## config.mk

```make
export PLATFORM = sky130hd
export DESIGN_NAME = wb_mem_arbiter
export DESIGN_NICKNAME = d
export VERILOG_FILES = /design/src/rtl/wb_mem_arbiter.sv
export SDC_FILE = /design/constraint.sdc
export NUM_CORES = 1
export LEC_CHECK = 0
export CAP_MARGIN = 30
export CORE_AREA = 2 2 100 102
export CTS_BUF_LIST = sky130_fd_sc_hd__clkbuf_16
export DETAILED_ROUTE_END_ITERATION = 7
export DIE_AREA = 0 0 102 104
export HOLD_SLACK_MARGIN = 0.03
export MAX_ROUTING_LAYER = met4
export PLACE_DENSITY = 0.67
export SYNTH_ARGS = -nofsm -noshare
export SYNTH_HDL_FRONTEND = slang
export SYNTH_SLANG_ARGS = --single-unit
```

## constraint.sdc

```tcl
create_clock -name i_clk -period 1.9 [get_ports i_clk]
set_input_delay 0.285 -clock i_clk [delete_from_list [all_inputs] [get_ports i_clk]]
set_output_delay 0.285 -clock i_clk [all_outputs]
set_load 0.01 [all_outputs]
```

## src/rtl/wb_mem_arbiter.sv

```systemverilog
// Two-master, one-slave pipelined Wishbone arbiter: whole-cycle grants, round-robin on
// contention, and an ack watchdog that errors and parks a hung bus cycle.
module wb_mem_arbiter #(
  parameter int ADDR_WIDTH     = 10,
  parameter int TIMEOUT_CYCLES = 64
) (
  input  logic                  i_clk,
  input  logic                  i_rst_n,
  input  logic                  i_m0_wb_cyc,
  input  logic                  i_m0_wb_stb,
  input  logic                  i_m0_wb_we,
  input  logic [ADDR_WIDTH-1:0] i_m0_wb_addr,
  input  logic [31:0]           i_m0_wb_data,
  input  logic [3:0]            i_m0_wb_sel,
  output logic                  o_m0_wb_ack,
  output logic                  o_m0_wb_stall,
  output logic                  o_m0_wb_err,
  output logic [31:0]           o_m0_wb_data,
  input  logic                  i_m1_wb_cyc,
  input  logic                  i_m1_wb_stb,
  input  logic                  i_m1_wb_we,
  input  logic [ADDR_WIDTH-1:0] i_m1_wb_addr,
  input  logic [31:0]           i_m1_wb_data,
  input  logic [3:0]            i_m1_wb_sel,
  output logic                  o_m1_wb_ack,
  output logic                  o_m1_wb_stall,
  output logic                  o_m1_wb_err,
  output logic [31:0]           o_m1_wb_data,
  output logic                  o_s_wb_cyc,
  output logic                  o_s_wb_stb,
  output logic                  o_s_wb_we,
  output logic [ADDR_WIDTH-1:0] o_s_wb_addr,
  output logic [31:0]           o_s_wb_data,
  output logic [3:0]            o_s_wb_sel,
  input  logic                  i_s_wb_ack,
  input  logic                  i_s_wb_stall,
  input  logic [31:0]           i_s_wb_data,
  output logic [1:0]            o_grant
);

  localparam int CW = (TIMEOUT_CYCLES > 0) ? $clog2(TIMEOUT_CYCLES + 1) : 1;
  localparam logic [CW-1:0] CNT_MAX = CW'(TIMEOUT_CYCLES);

  localparam logic [1:0] IDLE = 2'd0;
  localparam logic [1:0] GNT0 = 2'd1;
  localparam logic [1:0] GNT1 = 2'd2;
  localparam logic [1:0] ERR  = 2'd3;

  logic [1:0]    state, state_nxt, arb;
  logic          last_grant, last_nxt;  // 0 = M0, 1 = M1; also names the faulted master in ERR
  logic [CW-1:0] cnt, cnt_nxt;
  logic          granted, own_cyc, timeout, take_arb;

  assign granted = (state == GNT0) || (state == GNT1);
  assign own_cyc = (state == GNT0) ? i_m0_wb_cyc :
                   (state == GNT1) ? i_m1_wb_cyc : 1'b0;
  // An ack in the same cycle rescues the transfer, so it takes priority over the timeout.
  assign timeout = (TIMEOUT_CYCLES != 0) && granted && own_cyc && !i_s_wb_ack && (cnt == CNT_MAX);
  assign take_arb = (state == IDLE) || (granted && !own_cyc);

  always_comb begin
    if (i_m0_wb_cyc && i_m1_wb_cyc) arb = last_grant ? GNT0 : GNT1;
    else if (i_m0_wb_cyc)           arb = GNT0;
    else if (i_m1_wb_cyc)           arb = GNT1;
    else                            arb = IDLE;
  end

  always_comb begin
    state_nxt = state;
    last_nxt  = last_grant;
    cnt_nxt   = cnt;
    if (take_arb) begin
      state_nxt = arb;
      if (arb != IDLE) begin
        last_nxt = (arb == GNT1);
        cnt_nxt  = '0;
      end
    end else if (granted) begin
      if (timeout)               state_nxt = ERR;
      else if (i_s_wb_ack)       cnt_nxt   = '0;
      else if (cnt != CNT_MAX)   cnt_nxt   = cnt + CW'(1);
    end else if (state == ERR) begin
      if (!(last_grant ? i_m1_wb_cyc : i_m0_wb_cyc)) state_nxt = IDLE;
    end
  end

  always_ff @(posedge i_clk or negedge i_rst_n) begin
    if (!i_rst_n) begin
      state      <= IDLE;
      last_grant <= 1'b1;
      cnt        <= '0;
    end else begin
      state      <= state_nxt;
      last_grant <= last_nxt;
      cnt        <= cnt_nxt;
    end
  end

  // Routing depends only on registered state, so async reset idles the bus with no edge.
  always_comb begin
    o_s_wb_cyc    = 1'b0;
    o_s_wb_stb    = 1'b0;
    o_s_wb_we     = 1'b0;
    o_s_wb_addr   = '0;
    o_s_wb_data   = '0;
    o_s_wb_sel    = '0;
    o_m0_wb_ack   = 1'b0;
    o_m0_wb_stall = 1'b1;
    o_m0_wb_err   = 1'b0;
    o_m0_wb_data  = '0;
    o_m1_wb_ack   = 1'b0;
    o_m1_wb_stall = 1'b1;
    o_m1_wb_err   = 1'b0;
    o_m1_wb_data  = '0;
    case (state)
      GNT0: begin
        o_s_wb_cyc    = i_m0_wb_cyc;
        o_s_wb_stb    = i_m0_wb_stb;
        o_s_wb_we     = i_m0_wb_we;
        o_s_wb_addr   = i_m0_wb_addr;
        o_s_wb_data   = i_m0_wb_data;
        o_s_wb_sel    = i_m0_wb_sel;
        o_m0_wb_stall = i_s_wb_stall;
        o_m0_wb_ack   = i_s_wb_ack;
        o_m0_wb_data  = i_s_wb_data;
        o_m0_wb_err   = timeout;
      end
      GNT1: begin
        o_s_wb_cyc    = i_m1_wb_cyc;
        o_s_wb_stb    = i_m1_wb_stb;
        o_s_wb_we     = i_m1_wb_we;
        o_s_wb_addr   = i_m1_wb_addr;
        o_s_wb_data   = i_m1_wb_data;
        o_s_wb_sel    = i_m1_wb_sel;
        o_m1_wb_stall = i_s_wb_stall;
        o_m1_wb_ack   = i_s_wb_ack;
        o_m1_wb_data  = i_s_wb_data;
        o_m1_wb_err   = timeout;
      end
      default: ;
    endcase
  end

  assign o_grant = {state == GNT1, state == GNT0};

endmodule

```

After elaboration in Yosys (flattened, before gate mapping)

Cells that the tools add are included.
Widths: inputs -> output; s select.

Muxes and demuxes: 32
$mul: 0
Reduce and logical (&&, ||, !) cells: 17
Equality and inequality tests: 10
Magnitude comparators: 0
Add/subtract/negate cells: 1
Divide/modulo/power cells: 0
Bitwise gates (word level): 0
Shift-type cells: 0

Operator list:

| kind                | count |
|---|---|
| $mux 32             | 2 |
| $pmux 32 s2         | 1 |
| $mux 7              | 6 |
| $pmux 10 s2         | 1 |
| $mux 2              | 9 |
| $mux 1              | 9 |
| $pmux 4 s2          | 1 |
| $add 7x1->7 const B | 1 |
| $eq 7x7->1 const B  | 1 |
| $ne 7x7->1 const B  | 1 |
| $eq 2x2->1 const B  | 3 |
| $pmux 1 s2          | 3 |
| $reduce_bool 3->1   | 2 |
| $logic_and 1x1->1   | 5 |
| $ne 2x1->1 const B  | 2 |
| $reduce_and 4->1    | 1 |
| $reduce_bool 2->1   | 2 |
| $ne 3x1->1 const B  | 1 |
| $ne 3x3->1 const B  | 1 |
| $reduce_and 3->1    | 1 |
| $eq 2x1->1 const B  | 1 |
| $logic_not 1->1     | 2 |
| $logic_not 2->1     | 1 |
| $logic_or 1x1->1    | 2 |
| $reduce_and 2->1    | 1 |

Bits in registers: 10
Output and inout bits: 121
Bits in latches: 0
Input bits: 134
RAM bits: 0
Memories kept: 0
Logic and storage cells: 63
Bits in read-only memories: 0

Depth between registers and ports, before layout

Gate-level depths: netlist of the first run.

Depth after elaboration: 9
Gate-level depth with buffers: 6
Mapped depth without buffers: 6

Least setup slack after synthesis of the first run

OpenSTA, ideal clock, no wires.

Kind: register -> register
From: register state[0]
To: register cnt[0]
Clock period less this slack: 1.943 ns
Slack: -0.043 ns
Cell stages (with the launch flop): 7
Buffers on the path: 0
Setup time: 0.128 ns
Data arrival time: 1.815 ns
Required time: 1.772 ns
Cell sequence: dfrtp_1 -> inv_1 -> ha_1 -> nor2_1 -> o31ai_1 -> nor4_1 -> mux2_1

Cells in the longest elaborated chain, start to end: 8
Elaborated cells on any way between the ends: 18
Classes of those cells: 4 x eq/ne; 3 x mux; 11 x reduce/logical

Ends and longest elaborated chain:

| item                                                      | RTL line | source |
|---|---|---|
| start: declaration                                        | 49       | `logic [1:0] state, state_nxt, arb;` |
| start signal: assignment                                  | 93       | `state <= state_nxt;` |
| $eq 2x2->1                                                | 54, 56   |  |
| $mux 1                                                    | 56       | `(state == GNT1) ? i_m1_wb_cyc : 1'b0;` |
| $mux 1                                                    | 55       | `assign own_cyc = (state == GNT0) ? i_m0_wb_cyc :` |
| $logic_not 1->1 or $logic_and 1x1->1 (tied branches)      | 59, 58   |  |
| $logic_and 1x1->1, on equally long branches               | 59, 58   |  |
| $logic_or 1x1->1 or $logic_and 1x1->1 (tied branches)     | 59, 58   |  |
| $ne 2x1->1 (no source line), or another cell as far along | --       |  |
| $reduce_and 4->1 (no source line)                         | --       |  |
| end signal: assignment                                    | 95       | `cnt <= cnt_nxt;` |
| end: declaration                                          | 51       | `logic [CW-1:0] cnt, cnt_nxt;` |

Several ways; a longest one is shown, not always the timed one.
A chain may end at the register's enable or synchronous reset.

Worst setup path in the final report of the first run

From: register state[0]
To: output o_m0_wb_data[26]

Cells in the longest elaborated chain, start to end: 2

Ends and longest elaborated chain:

| item             | RTL line | source |
|---|---|---|
| $eq 2x1->1       | 115      | `case (state)` |
| $mux 32          | 115      |  |
| end: declaration | 18       | `output logic [31:0] o_m0_wb_data,` |

Every way passes these cells.

==> impl_metrics.toml, run 1 <==
[synthesis]
synthCells = 272
synth_flop_cell = "dfrtp_1"
synth_edf_count = 0
yosysTopAreaCellShare_pct = 22.7
netlist_area_mm2 = 0.00182
synth_area_leader_cell = "and2_1"
yosysWarnings = 0
seq_area_frac_synth_pct = 13.8
async_reset_ff_share_pct = 100
synth.distinct_cells = 38
syn_avg_cell_area_um2 = 6.68
ys_top_cells_by_area = "and2_1 23%, a22oi_1 20%, dfrtp_1 12%, nor2_1 12%, ha_1 4.8%"
ys_ff_latch = 10
synth_nets = 413

[clock_tree]
cts_made_buffers = 3
clock-sinks = 10
cts_buffer_depth = 2
cts_tree = "done"
clk_pin_slew_ns = 0.04
cts-root-buf = "clkbuf_16"
clock_latency_ns = 0.24
cts-htree-levels = 1

[setup_path]
slowest_stage = "dfrtp_1"
cpMostUsedCell = "buf_4"
arrival_ns = 1.74
ff2ff_path_depth = 8
path_max_fanout = 11
slowest_delay_ns = 0.41
path_delay_family = "buffers and inverters"
reg2reg_to = "cnt[2]"
crit_chain = "buf_4 > ha_4 > buf_4 > bufbuf_16 > and2_1 > clkdlybuf4s15_2"
critical_path.n_buffers_inverters = 4
startpoint_type = "register"
rrSetupSlack_ns = -0.08
crit_type = "reg2out"
timing.rr.start = "state[0]"
cp-end-kind = "output pin"
cp.required_ns = 1.62

[detailed_routing]
drtAntennaViolNets = 0
wl_per_cell_um = 17.0
vias_per_cell = 4.55
routed_wl_mm = 11.9
drtIter0Drc = 78
drcViolationCount = 0
firstDrtPassIters = 4
num_vias = 3188

[timing]
rsz0062_at_grt = "true"
slew_headroom_pct = 66.3
post-route-period-util_pct = 107
maxSlewViolCount = 0
hold_viol_final = 0
setup_viol = 51
fin_worst_skew_ns = 0.00596
worstMarginPinSlew_ns = 0.504
min_period_ns = 2.03
setup_ws_ns = -0.129
max_freq_mhz = 493

[power]
power_mw = 6.47
power_density_mw_per_mm2 = 1230
vdd_drop_max_mv = 0.595
power.leakage_nw = 2.36

[floorplanning]
initial_core_util_pct = 19.0
die_x_um = 102
io_pins = 255
die_h_um = 104
dieArea_mm2 = 0.0106
std_cell_rows = 36
core_region_area_mm2 = 0.00955

[cells_and_area]
regArea_um2 = 251
diodes = 0
multi_input_area_mm2 = 0.00183
syn_to_final_growth_pct = 189
drive_gt1_share_pct = 42.6
fin_area_mm2 = 0.00525
fillCellCount = 912
nNetsFinal = 710

[global_route]
antenna_found_initial = 0
grt_pass1_wl_mm = 16.4
grt_use_total_pct = 20.1
grt_start_max_net_pins = 29
grt_pass1_vias = 3073
gr-total-overflow = 0

[place]
port_buffers = 254
place_area_mm2 = 0.00472
gp_congestion = 0.832
dp_hpwl_mm = 8.14

[job]
cap_violations = 0

[worst_hold_path]
min_path_type = "in2async"

[status]
status = "finished with violations"
violations = "setup timing"
## metrics by stage
stage	hold slack, ns	TNS (ns)	util [%]	instances	setup slack [ns]
floorplan	-0.0106	-0.0153	-	272	-0.00813
global placement	0.532	-12.51	49.5	665	-0.553
detailed placement	0.548	-14.18	49.5	665	-0.538
CTS	0.399	-6.04	53.8	687	-0.204
global route	0.417	-6.69	55.0	701	-0.171
finish	0.388	-2.61	55.0	701	-0.129
## area by class of cell
class | instances | area share, %
Clock buffer | 3 | 1.43
Clock inverter | 1 | 0.0715
Inverter | 10 | 0.858
Multi-Input combinational cell | 228 | 34.9
Sequential cell | 10 | 4.79
Tap cell | 133 | 3.17
Timing Repair Buffer | 316 | 54.8
## state kept, by name (all words and copies together), names as in the netlist
register	count
cnt	7
state	2
last_grant	1
## layout by cell type (no fill, tap or decap), types with 9 or more instances in the layout
cell / count
a22oi_1: 9
a22oi_2: 40
and2_1: 64
buf_2: 56
buf_4: 30
buf_6: 16
clkbuf_2: 34
clkdlybuf4s15_1: 11
clkdlybuf4s50_1: 132
dfrtp_1: 9
dlygate4sd2_1: 13
nor2_1: 45
nor2_2: 10
## metal layers
| metal | track usage (%) | wire (um) | up-vias |
|---|---|---|---|
| met5 | - | 0 | - |
| met4 | 2.67 | 127 | 0 |
| met3 | 4.03 | 830 | 10 |
| met2 | 37.8 | 6340 | 162 |
| met1 | 22.0 | 4620 | 1467 |
| li1 | - | - | 1549 |
## worst register-to-register path: stages (launching register included)
cell and delay, ns:
dfrtp_1 0.40, inv_2 0.08, buf_6 0.12, ha_4 0.31, a21boi_4 0.25, a2111oi_4 0.10
buf_4 0.17, a211o_1 0.23, a22o_1 0.21
## power breakdown
group,switching (mW),leakage (nW),internal (mW),total (mW)
clock,0.100,0.0423,0.276,0.376
sequential,0.0449,0.133,0.263,0.308
combinational,2.74,2.18,3.04,5.78
## worst max path at each step
stage	startpoint	endpoint	cells after the start
after floorplan	state[1]	cnt[6]	6
after global placement	i_s_wb_ack	o_m1_wb_err	5
after detailed placement	i_s_wb_ack	o_m1_wb_err	5
after CTS	state[1]	o_s_wb_data[18]	6
after global routing	state[0]	o_s_wb_addr[5]	7
final	state[0]	o_m0_wb_data[26]	6
## Yosys cell counts, types with 2 or more instances
cell type and count:
and2_1 66, nor2_1 57, a22oi_1 49, clkbuf_1 18, dfrtp_1 9, inv_1 9
ha_1 7, nand3_1 6, a211oi_1 5, buf_1 5, a21oi_1 3, and3_1 3
nand2_1 3, nand2b_1 3, o21ai_0 3, o2bb2ai_1 3, a2bb2oi_1 2
## cell families after synthesis
family | count (synthesis) | synth area share (%)
buffers and inverters | 34 | 7.09
AOI/OAI and AO/OA | 73 | 30.8
and+or+nand+nor | 146 | 42.3
adders and majority gates | 7 | 4.82
muxes | 2 | 1.17
DFF | 10 | 13.8
## repair_timing
action                                  CTS  global route
endpoints found under the setup margin  127           114
hold endpoints to repair                  0             0
gates cloned                              6             5
pin swaps                                10            13
resized for setup                       340           162
buffers inserted                         13            13
hold buffers                              0             0
Power figures use the tool's default switching activity.
==> run 2, diff against run 1 <==
--- a/config.mk
+++ b/config.mk
@@ -6,13 +6,15 @@
 export NUM_CORES = 1
 export LEC_CHECK = 0
 export CAP_MARGIN = 30
-export CORE_AREA = 2 2 100 102
+export CORE_AREA = 2 2 99 101
 export CTS_BUF_LIST = sky130_fd_sc_hd__clkbuf_16
 export DETAILED_ROUTE_END_ITERATION = 7
-export DIE_AREA = 0 0 102 104
+export DIE_AREA = 0 0 101 103
+export DONT_BUFFER_PORTS = 1
+export GPL_TIMING_DRIVEN = 1
 export HOLD_SLACK_MARGIN = 0.03
 export MAX_ROUTING_LAYER = met4
-export PLACE_DENSITY = 0.67
+export PLACE_DENSITY = 0.31
 export SYNTH_ARGS = -nofsm -noshare
 export SYNTH_HDL_FRONTEND = slang
 export SYNTH_SLANG_ARGS = --single-unit
==> impl_metrics.toml, run 2 (synthesis gave the netlist of run 1 again) <==
[floorplanning]
die_h_um = 103
std_cell_rows = 36
initial_core_util_pct = 19.2
die_x_um = 101
io_pins = 255
dieArea_mm2 = 0.0104
core_region_area_mm2 = 0.00946

[clock_tree]
cts_buffer_depth = 2
clk_pin_slew_ns = 0.04
clock_latency_ns = 0.24
cts_tree = "done"
clock-sinks = 10
cts-root-buf = "clkbuf_16"
cts_made_buffers = 3
cts-htree-levels = 1

[timing]
worstMarginPinSlew_ns = 0.541
post-route-period-util_pct = 104
setup_ws_ns = -0.0792
finalHoldWorstSlack_ns = 0.116
rsz0062_at_grt = "true"
hold_viol_final = 0
maxSlewViolCount = 0
setup_viol = 30
slew_headroom_pct = 63.8
fin_worst_skew_ns = 0.00469
min_period_ns = 1.98
max_freq_mhz = 505

[global_route]
antenna_found_initial = 0
grt_use_total_pct = 16.7
grt_pass1_wl_mm = 12.6
grt_pass1_vias = 2241
gr-total-overflow = 0
grt_start_max_net_pins = 35

[detailed_routing]
drtAntennaViolNets = 0
firstDrtPassIters = 6
num_vias = 2428
wl_per_cell_um = 22.4
drtIter0Drc = 67
routed_wl_mm = 10.1
drcViolationCount = 0
vias_per_cell = 5.37

[cells_and_area]
final_util_pct = 36.7
largest_reg_flops = 7
drive_gt1_share_pct = 58.3
fillCellCount = 953
nNetsFinal = 480
final_common_cell = "and2_1"
mostFrequentLayoutCells = "66 x and2_1, 43 x buf_4, 40 x a22oi_2"
regMostFlops = "cnt"
diodes = 0
syn_to_final_growth_pct = 90.9
top_regs = "cnt (7), state (2), last_grant (1)"
fin_area_mm2 = 0.00347

[setup_path]
crit_type = "reg2out"
cp-end-kind = "output pin"
arrival_ns = 1.69
cp.required_ns = 1.62
path_max_fanout = 16
startpoint_type = "register"

[place]
place_area_mm2 = 0.00242
gp_congestion = 0.877
port_buffers = 0
dp_hpwl_mm = 7.09

[job]
cap_violations = 0

[status]
violations = "setup timing"
status = "finished with violations"

[power]
vdd_drop_max_mv = 1.25
power.leakage_nw = 1.30
power_density_mw_per_mm2 = 1780
power_mw = 6.17

[worst_hold_path]
min_path_type = "in2reg"
run 2: worst max-delay path, stage by stage (launching register included):
cell     delay, ns
dfrtp_1       0.39
inv_2         0.10
buf_6         0.11
ha_4          0.22
buf_6         0.22
a22oi_1       0.09
nor2_1        0.17
buf_4         0.16
run 2: metal layers:
layer | GRT usage [%] | share of wire (%) | vias to the layer above
met5 | - | 0 | -
met4 | 3.22 | 2.2 | 0
met3 | 4.27 | 9.5 | 14
met2 | 28.5 | 46 | 163
met1 | 20.1 | 42 | 1164
li1 | - | - | 1087
run 2: area by class of cell:
| cell class | instances | area [um^2] | area share, % |
|---|---|---|---|
| inverter | 10 | 45.0 | 1.30 |
| sequential | 10 | 251 | 7.25 |
| tap | 114 | 143 | 4.11 |
| clock buffer | 3 | 75.1 | 2.16 |
| timing repair buffer | 86 | 972 | 28.0 |
| multi-input combinational | 228 | 1980 | 57.1 |
| clock inverter | 1 | 3.75 | 0.108 |
run 2: path summary, 6_finish.rpt:
check / startpoint / slack, ns / depth (start not counted) / endpoint
max: state[1] / -0.08 / 7 / o_s_wb_addr[4]
min: i_m0_wb_cyc / 0.12 / 1 / last_grant
max reg2reg: state[0] / -0.01 / 6 / cnt[6]
min reg2reg: cnt[6] / 0.56 / 2 / cnt[6]
max in group asynchronous: i_rst_n / 1.06 / 1 / last_grant
min in group asynchronous: i_rst_n / 0.47 / 1 / cnt[5]
run 2: timing repair:
item | in CTS | in global routing
gates resized for setup | 44 | 127
pin swaps | 9 | 49
gates cloned | 3 | 4
hold buffers | 1 | 0
hold endpoints to repair | 10 | 0
buffers inserted | 7 | 10
endpoints found under the setup margin | 51 | 59
run 2: stage by stage:
step / cells / worst slack (ns) / TNS, ns
floorplan: 272 / -0.00813 / -0.0153
global placement: 429 / -0.0612 / -0.179
detailed placement: 429 / -0.0460 / -0.128
CTS: 443 / -0.0888 / -1.73
global route: 452 / -0.137 / -3.99
finish: 452 / -0.0792 / -0.785
run 2: power by group:
| group | switching, mW | internal, mW |
|---|---|---|
| sequential | 0.0401 | 0.263 |
| clock | 0.111 | 0.277 |
| combinational | 2.89 | 2.59 |
| total | 3.04 | 3.13 |
==> run 3, diff against run 2 <==
--- a/config.mk
+++ b/config.mk
@@ -14,7 +14,7 @@
 export GPL_TIMING_DRIVEN = 1
 export HOLD_SLACK_MARGIN = 0.03
 export MAX_ROUTING_LAYER = met4
-export PLACE_DENSITY = 0.31
+export PLACE_DENSITY_LB_ADDON = 0.05
 export SYNTH_ARGS = -nofsm -noshare
 export SYNTH_HDL_FRONTEND = slang
 export SYNTH_SLANG_ARGS = --single-unit
==> impl_metrics.toml, run 3 (synthesis gave the netlist of run 1 again) <==
[floorplanning]
io_pins = 255
die_h_um = 103
die_x_um = 101
initial_core_util_pct = 19.2
core_region_area_mm2 = 0.00946
std_cell_rows = 36
dieArea_mm2 = 0.0104

[timing]
worstMarginPinSlew_ns = 0.527
setup_viol = 6
setup_ws_ns = -0.0396
max_freq_mhz = 516
min_period_ns = 1.94
rsz0062_at_grt = "true"
maxSlewViolCount = 0
slew_headroom_pct = 64.8
hold_viol_final = 0
fin_worst_skew_ns = 0.0105
finalHoldWorstSlack_ns = 0.120
post-route-period-util_pct = 102

[worst_hold_path]
holdCritStartpoint = "i_m0_wb_cyc"
min_path_type = "in2reg"

[setup_path]
cp-end-kind = "output pin"
startpoint_type = "register"
arrival_ns = 1.65
crit_type = "reg2out"
path_max_fanout = 3
timing.rr.start = "state[1]"
cp.required_ns = 1.62
setup.worst_path.start = "cnt[0]"

[global_route]
grt_pass1_vias = 2203
grt_pass1_wl_mm = 12.5
grt_start_max_net_pins = 34
grt_use_total_pct = 16.4
gr-total-overflow = 0
antenna_found_initial = 0

[detailed_routing]
drtAntennaViolNets = 0
wl_per_cell_um = 21.1
drcViolationCount = 0
routed_wl_mm = 9.35
vias_per_cell = 5.19
firstDrtPassIters = 4
num_vias = 2298
drtIter0Drc = 43

[power]
power.leakage_nw = 1.26
power_density_mw_per_mm2 = 1680
vdd_drop_max_mv = 0.557
power_mw = 5.38

[clock_tree]
cts-htree-levels = 1
cts_made_buffers = 3
clk_pin_slew_ns = 0.05
clock_latency_ns = 0.24
clock-sinks = 10
cts_buffer_depth = 2
cts_tree = "done"
cts-root-buf = "clkbuf_16"

[status]
violations = "setup timing"
status = "finished with violations"

[cells_and_area]
regMostFlops = "cnt"
syn_to_final_growth_pct = 76.3
top_regs = "cnt (7), state (2), last_grant (1)"
fin_area_mm2 = 0.00320
drive_gt1_share_pct = 51.7
nNetsFinal = 471
diodes = 0
final_common_cell = "and2_1"
mostFrequentLayoutCells = "55 x and2_1, 48 x buf_4, 31 x a22oi_2"
largest_reg_flops = 7

[place]
gp_congestion = 0.803
place_ws_ns = -0.0368
port_buffers = 0
dp_hpwl_mm = 7.13
place_area_mm2 = 0.00240

[job]
cap_violations = 0
run 3: through the flow:
| step | setup TNS [ns] | instances | utilization (%) |
|---|---|---|---|
| after floorplan | -0.0153 | 272 | - |
| after global placement | -0.0420 | 423 | 25.4 |
| final | -0.122 | 443 | 33.9 |
| after detailed placement | -0.0559 | 423 | 25.4 |
| after global routing | -2.01 | 443 | 33.9 |
| after CTS | -0.390 | 441 | 31.3 |
run 3: final timing paths:
path                                    end  slack [ns]  cells after the start
worst max register to register       cnt[2]        0.01                      8
worst min-delay path             last_grant        0.12                      1
worst min register to register   last_grant        0.55                      2
max in group asynchronous          state[0]        1.06                      1
worst max-delay path            o_m1_wb_err       -0.04                      6
min in group asynchronous            cnt[1]        0.46                      1
run 3: critical path: stages, from the launching register on:
cell     delay, ns
dfrtp_1       0.38
inv_2         0.08
ha_4          0.12
or3b_4        0.40
nor2_4        0.13
buf_6         0.10
and3_4        0.19
run 3: final cells by class:
class                           count  area (um^2)
Sequential cell                    10          253
Clock buffer                        3         75.1
Inverter                           10         42.5
Fill cell                         988         6250
Tap cell                          114          143
Clock inverter                      1         3.75
Timing Repair Buffer               77          870
Multi-Input combinational cell    228         1820
run 3: repair_timing:
action / CTS / global route
pin swaps: 14 / 13
hold buffers: 1 / 0
setup endpoints to repair: 64 / 71
endpoints found under the hold margin: 10 / 0
cloned: 5 / 1
gates resized for setup: 60 / 60
setup buffers: 9 / 2
run 3: power by group:
| group | internal (mW) | switching (mW) |
|---|---|---|
| clock | 0.276 | 0.105 |
| combinational | 2.23 | 2.47 |
| sequential | 0.265 | 0.0409 |
| total | 2.77 | 2.61 |
run 3: routing by layer:
| metal | vias up | track usage, % | routed length, um |
|---|---|---|---|
| li1 | 1065 | - | - |
| met1 | 1086 | 19.7 | 3810 |
| met2 | 141 | 26.7 | 4370 |
| met3 | 6 | 6.37 | 1120 |
| met4 | 0 | 2.18 | 45 |
| met5 | - | - | 0 |
